===== src/rtl/route_1to4_pkg.sv =====
// route_1to4_pkg: shared constants for the 1-to-4 router.
//   NUM_CH        number of output channels (4)
//   DEFAULT_WIDTH default data width of every channel
//   ch_sel_e      destination select encodings CH0..CH3
package route_1to4_pkg;

  localparam int unsigned NUM_CH        = 4;
  localparam int          DEFAULT_WIDTH = 5;

  typedef enum logic [1:0] {
    CH0 = 2'b00,
    CH1 = 2'b01,
    CH2 = 2'b10,
    CH3 = 2'b11
  } ch_sel_e;

endpackage


===== src/rtl/route_1to4_slot.sv =====
// route_slot: single-entry holding register for one router channel.
// Ports:
//   clk, rst_n  clock, asynchronous active-low reset
//   i_load      write i_data this edge (caller guarantees slot is empty or draining)
//   i_data      word to store
//   i_ready     consumer takes the held word this cycle
//   o_full      slot holds a word (registered)
//   o_data      held word (registered)
//   o_cnt       delivery counter, present only with ROUTE_CNT_EN defined
module route_slot #(
  parameter int WIDTH = 5
`ifdef ROUTE_CNT_EN
  , parameter int CNT_W = 8
`endif
) (
  input  logic             clk,
  input  logic             rst_n,
  input  logic             i_load,
  input  logic [WIDTH-1:0] i_data,
  input  logic             i_ready,
  output logic             o_full,
  output logic [WIDTH-1:0] o_data
`ifdef ROUTE_CNT_EN
  , output logic [CNT_W-1:0] o_cnt
`endif
);

  logic             r_full;
  logic [WIDTH-1:0] r_data;
  logic             w_drain;

  // A ready while empty is ignored.
  assign w_drain = r_full & i_ready;

  // Load wins over drain so a same-edge drain+refill keeps the slot full.
  always_ff @(posedge clk or negedge rst_n) begin
    if (!rst_n) begin
      r_full <= 1'b0;
      r_data <= '0;
    end else if (i_load) begin
      r_full <= 1'b1;
      r_data <= i_data;
    end else if (w_drain) begin
      r_full <= 1'b0;
    end
  end

  assign o_full = r_full;
  assign o_data = r_data;

`ifdef ROUTE_CNT_EN
  logic [CNT_W-1:0] r_cnt;

  always_ff @(posedge clk or negedge rst_n) begin
    if (!rst_n) begin
      r_cnt <= '0;
    end else if (w_drain) begin
      r_cnt <= r_cnt + 1'b1;
    end
  end

  assign o_cnt = r_cnt;
`endif

endmodule


===== src/rtl/route_1to4.sv =====
// route_1to4: routes one valid/ready input stream to one of four
// single-entry output channels selected by s.
// Ports:
//   clk, rst_n  clock, asynchronous active-low reset
//   in_valid    upstream offers word I this cycle
//   in_ready    selected channel can take the word (empty, or draining now)
//   s           destination channel select (00..11 -> ch0..ch3)
//   I           offered data word
//   o_valid[k]  channel k holds a word
//   o_ready[k]  channel k consumer takes its word
//   o0..o3      channel held data words
//   dlv_cnt     per-channel delivery counters, channel k at [k*CNT_W +: CNT_W]
// Optional feature: define ROUTE_CNT_EN to add the delivery counters and
// the CNT_W parameter / dlv_cnt port.
module route_1to4
  import route_1to4_pkg::*;
#(
  parameter int WIDTH = DEFAULT_WIDTH
`ifdef ROUTE_CNT_EN
  , parameter int CNT_W = 8
`endif
) (
  input  logic              clk,
  input  logic              rst_n,
  input  logic              in_valid,
  output logic              in_ready,
  input  logic [1:0]        s,
  input  logic [WIDTH-1:0]  I,
  output logic [NUM_CH-1:0] o_valid,
  input  logic [NUM_CH-1:0] o_ready,
  output logic [WIDTH-1:0]  o0,
  output logic [WIDTH-1:0]  o1,
  output logic [WIDTH-1:0]  o2,
  output logic [WIDTH-1:0]  o3
`ifdef ROUTE_CNT_EN
  , output logic [NUM_CH*CNT_W-1:0] dlv_cnt
`endif
);

  ch_sel_e           w_sel;
  logic [NUM_CH-1:0] w_load;
  logic [WIDTH-1:0]  w_data [NUM_CH];

  assign w_sel = ch_sel_e'(s);

  // in_ready never looks at in_valid.
  assign in_ready = ~o_valid[s] | o_ready[s];

  always_comb begin
    w_load = '0;
    if (in_valid && in_ready) begin
      case (w_sel)
        CH0:     w_load[0] = 1'b1;
        CH1:     w_load[1] = 1'b1;
        CH2:     w_load[2] = 1'b1;
        default: w_load[3] = 1'b1;
      endcase
    end
  end

  for (genvar k = 0; k < NUM_CH; k++) begin : g_slot
    route_slot #(
      .WIDTH (WIDTH)
`ifdef ROUTE_CNT_EN
      , .CNT_W (CNT_W)
`endif
    ) u_slot (
      .clk     (clk),
      .rst_n   (rst_n),
      .i_load  (w_load[k]),
      .i_data  (I),
      .i_ready (o_ready[k]),
      .o_full  (o_valid[k]),
      .o_data  (w_data[k])
`ifdef ROUTE_CNT_EN
      , .o_cnt (dlv_cnt[k*CNT_W +: CNT_W])
`endif
    );
  end

  assign o0 = w_data[0];
  assign o1 = w_data[1];
  assign o2 = w_data[2];
  assign o3 = w_data[3];

endmodule


===== config.mk =====
export PLATFORM = sky130hd
export DESIGN_NAME = route_1to4
export DESIGN_NICKNAME = d
export VERILOG_FILES = /design/src/rtl/route_1to4_pkg.sv /design/src/rtl/route_1to4_slot.sv /design/src/rtl/route_1to4.sv
export SDC_FILE = /design/constraint.sdc
export NUM_CORES = 1
export LEC_CHECK = 0
export ABC_AREA = 1
export BUFFER_PORTS_ARGS = -buffer_cell sky130_fd_sc_hd__buf_2
export CAP_MARGIN = 20
export CORE_ASPECT_RATIO = 0.5
export CORE_MARGIN = 4
export CORE_UTILIZATION = 26
export CTS_BUF_LIST = sky130_fd_sc_hd__clkbuf_4
export DETAILED_ROUTE_END_ITERATION = 8
export PLACE_DENSITY_LB_ADDON = 0.15
export SLEW_MARGIN = 20
export SYNTH_ARGS = -nofsm -noshare
export SYNTH_HDL_FRONTEND = slang
export SYNTH_SLANG_ARGS = --single-unit
export TNS_END_PERCENT = 1

===== constraint.sdc =====
create_clock -name clk -period 1.6 [get_ports clk]
set_input_delay 0.16 -clock clk [delete_from_list [all_inputs] [get_ports clk]]
set_output_delay 0.16 -clock clk [all_outputs]
set_load 0.05 [all_outputs]

==> results.py <==
metrics = {
    "synthesis": {
        "synth_area_leader_cell": "dfrtp_1",
        "postSynth.asyncResetShare_pct": 100,
        "synth-edff-count": 0,
        "syn_nets": 143,
        "synthFlopType": "dfrtp_1",
        "ys_types": 15,
        "postSynthCellCount": 129,
        "yosysTopAreaCellShare_pct": 53.0,
        "ys_seq_area_share_pct": 53.0,
        "synth_commonest_cells": "53 x nand2_1, 24 x dfrtp_1, 20 x nand4_1",
        "yosysWarningCount": 0,
        "synth.cell_area_um2": 1130,
        "synthTopCellsByArea": "dfrtp_1 53%, nand2_1 18%, nand4_1 11%",
        "avgSynthCellArea_um2": 8.79,
        "yosysMostFrequentCell": "nand2_1",
        "synth-seq-cells": 24,
    },
    "route": {
        "routed_via_density": 4.62,
        "vias": 1043,
        "drc_errors": 0,
        "drt-initial-drc-count": 84,
        "finalWirelength_mm": 3.14,
        "firstDrtPassIters": 5,
        "post_drt_wl_per_cell_um": 13.9,
        "ant_nets": 0,
    },
    "power": {
        "leakagePower_nw": 0.795,
        "power_density_nw_per_um2": 1260,
        "total_power_w": 0.00182,
        "irDropWorstVdd_mv": 0.314,
    },
    "setup_path": {
        "r2r_slack_ps": 230,
        "rr_startpoint": "g_slot[3].u_slot.o_full$_DFFE_PN0P_",
        "cpMostUsedCell": "nand2_1",
        "slowest_stage": "dfrtp_1",
        "timing.rr.end": "g_slot[2].u_slot.o_data[1]$_DFFE_PN0P_",
        "cpPeakStageDelay_ps": 420,
        "cp_data_arrival_time_ps": 1310,
        "cp-end-kind": "output port",
        "critPathRequiredTime_ps": 1440,
        "start_kind": "flop",
        "crit_type": "flop to output port",
        "worstPathMaxFanout": 6,
        "timing.critical_path.cells": "nand2_1 -> nand2_1 -> nand2_1 -> nand2_2 -> nand2_4 -> buf_6",
        "r2r_cells": 9,
    },
    "global_route": {
        "grt_first_pass_wirelength_mm": 4.93,
        "grt_pass1_vias": 983,
        "overflow": 0,
        "grt_max_degree": 25,
        "grt_usage_pct": 11.8,
        "antenna_found_initial": 0,
    },
    "sta": {
        "skew_ps": 16.6,
        "tightest_slew_ps": 538,
        "tns_ps": 0,
        "max_freq_mhz": 679,
        "rsz0062_at_grt": "false",
        "setup_viol": 0,
        "finalHoldViolCount": 0,
        "drv_slew": 0,
        "maxSlewHeadroom_pct": 64.2,
        "fin_crit_sh_pct": 92.0,
        "min_period_ps": 1470,
    },
    "clocking": {
        "cts_sinks": 24,
        "cts_tree": "yes",
        "htree_levels": 1,
        "clk_path_buf_depth": 2,
        "cts_buffers": 3,
        "cts-root-buf": "clkbuf_4",
        "clk-insertion-delay-late_ps": 330,
        "cts.clk_slew.worst_paths_ps": 140,
    },
    "floorplanning": {
        "dieArea_um2": 5540,
        "initial_core_util_pct": 28.0,
        "io_pins": 39,
        "die_w_um": 101,
        "num_rows": 16,
        "fp.dieH_um": 54.7,
        "fp.coreArea_um2": 4040,
    },
    "cells_and_area": {
        "n_fill_cell": 459,
        "nets": 188,
        "syn_to_final_growth_pct": 27.3,
        "drive_gt1_share_pct": 33.7,
        "insertedDiodeCount": 0,
    },
    "hold_path": {
        "min_from": "o_ready[3]",
        "hold_depth": 2,
        "hold_end": "g_slot[3].u_slot.o_full$_DFFE_PN0P_",
        "hp-class": "input port to flop",
    },
    "placement": {
        "portBuffers": 38,
        "place_congestion": 0.757,
        "dp_hpwl_mm": 2.21,
    },
    "outcome": {
        "outcome": "complete, no violations",
    },
    "job": {
        "drv_cap": 0,
    },
}
==> stage by stage <==
stage | hold WS [ps] | instances | setup WS [ps] | util (%) | instance area, um^2
after CTS | 1.24 | 220 | 5.69 | 34.4 | 1390
after global routing | 16.1 | 226 | 17.3 | 35.7 | 1440
after global placement | 177 | 213 | 221 | 32.8 | 1330
after detailed placement | 184 | 213 | 193 | 32.8 | 1330
after floorplan | -136 | 129 | 467 | - | 1130
final | 34.7 | 226 | 128 | 35.7 | 1440
==> registers in the layout (all words and copies together), names as in the netlist <==
register,flops
g_slot.u_slot.o_full,4
g_slot.u_slot.o_data,20
==> metal layers <==
layer	vias up	track usage (%)	wire, um	share of wire, %
li1	512	-	-	-
met1	494	16.2	1470	47
met2	33	17.4	1330	42
met3	4	4.71	309	9.8
met4	0	2.65	26	0.83
met5	-	0	0	0
==> placed cells by master (no fill, tap or decap) <==
master	synthesis	routed
nor2_1	2	2
dfrtp_1	24	24
nand2_2	0	2
nor2_2	1	1
inv_2	2	2
clkbuf_4	0	3
nor2_4	1	1
o21ai_1	4	4
buf_6	3	1
nand2_4	1	1
dlygate4sd3_1	0	4
buf_2	0	37
nand3_2	4	4
nand3_1	3	3
inv_1	5	5
nand2_1	53	52
buf_4	4	6
nand4_1	20	20
==> where the power goes <==
group | internal, W | leakage (nW) | switching [W]
combinational | 0.000172 | 0.479 | 0.000602
sequential | 0.000715 | 0.302 | 0.0000559
clock | 0.0000884 | 0.0138 | 0.000185
==> cell families after synthesis <==
family / count (synthesis) / share of synthesized area [%]
AOI/OAI and AO/OA: 4 / 1.77
buffers and inverters: 16 / 8.61
DFF: 24 / 53.0
and+or+nand+nor: 85 / 36.6
==> worst max-delay path by stage <==
stage	start	to	slack, ps	depth (start not counted)
detailed placement	s[0]	g_slot[1].u_slot.o_data[4]$_DFFE_PN0P_	190	9
floorplan	g_slot[3].u_slot.o_full$_DFFE_PN0P_	g_slot[0].u_slot.o_data[0]$_DFFE_PN0P_	470	8
global placement	s[0]	g_slot[1].u_slot.o_data[4]$_DFFE_PN0P_	220	10
CTS	g_slot[3].u_slot.o_full$_DFFE_PN0P_	in_ready	6	6
global route	g_slot[2].u_slot.o_full$_DFFE_PN0P_	in_ready	20	6
finish	g_slot[3].u_slot.o_full$_DFFE_PN0P_	in_ready	130	6
==> area by class of cell <==
cell class	count	area (um^2)	share of cell area, %
clock buffer	3	22.5	1.56
inverter	7	26.3	1.82
multi-input combinational	90	444	30.8
sequential	24	601	41.6
tap	54	67.6	4.68
timing repair buffer	48	282	19.5
==> worst max-delay path: cells and delay by family, from the launching register on <==
kind | cells | cell delay [ps]
flip-flops | 1 | 420
buffers and inverters | 1 | 170
AND/OR/NAND/NOR | 5 | 390
==> what timing repair did <==
item / 4_1_cts / 5_1_grt
endpoints found under the setup margin: 1 / 1
pin swaps: 1 / 1
endpoints found under the hold margin: 26 / 1
setup buffers: 0 / 5
gates cloned: 1 / 0
gates resized for setup: 2 / 1
hold buffers: 3 / 1
No activity file was read; power rests on OpenSTA's default activity.
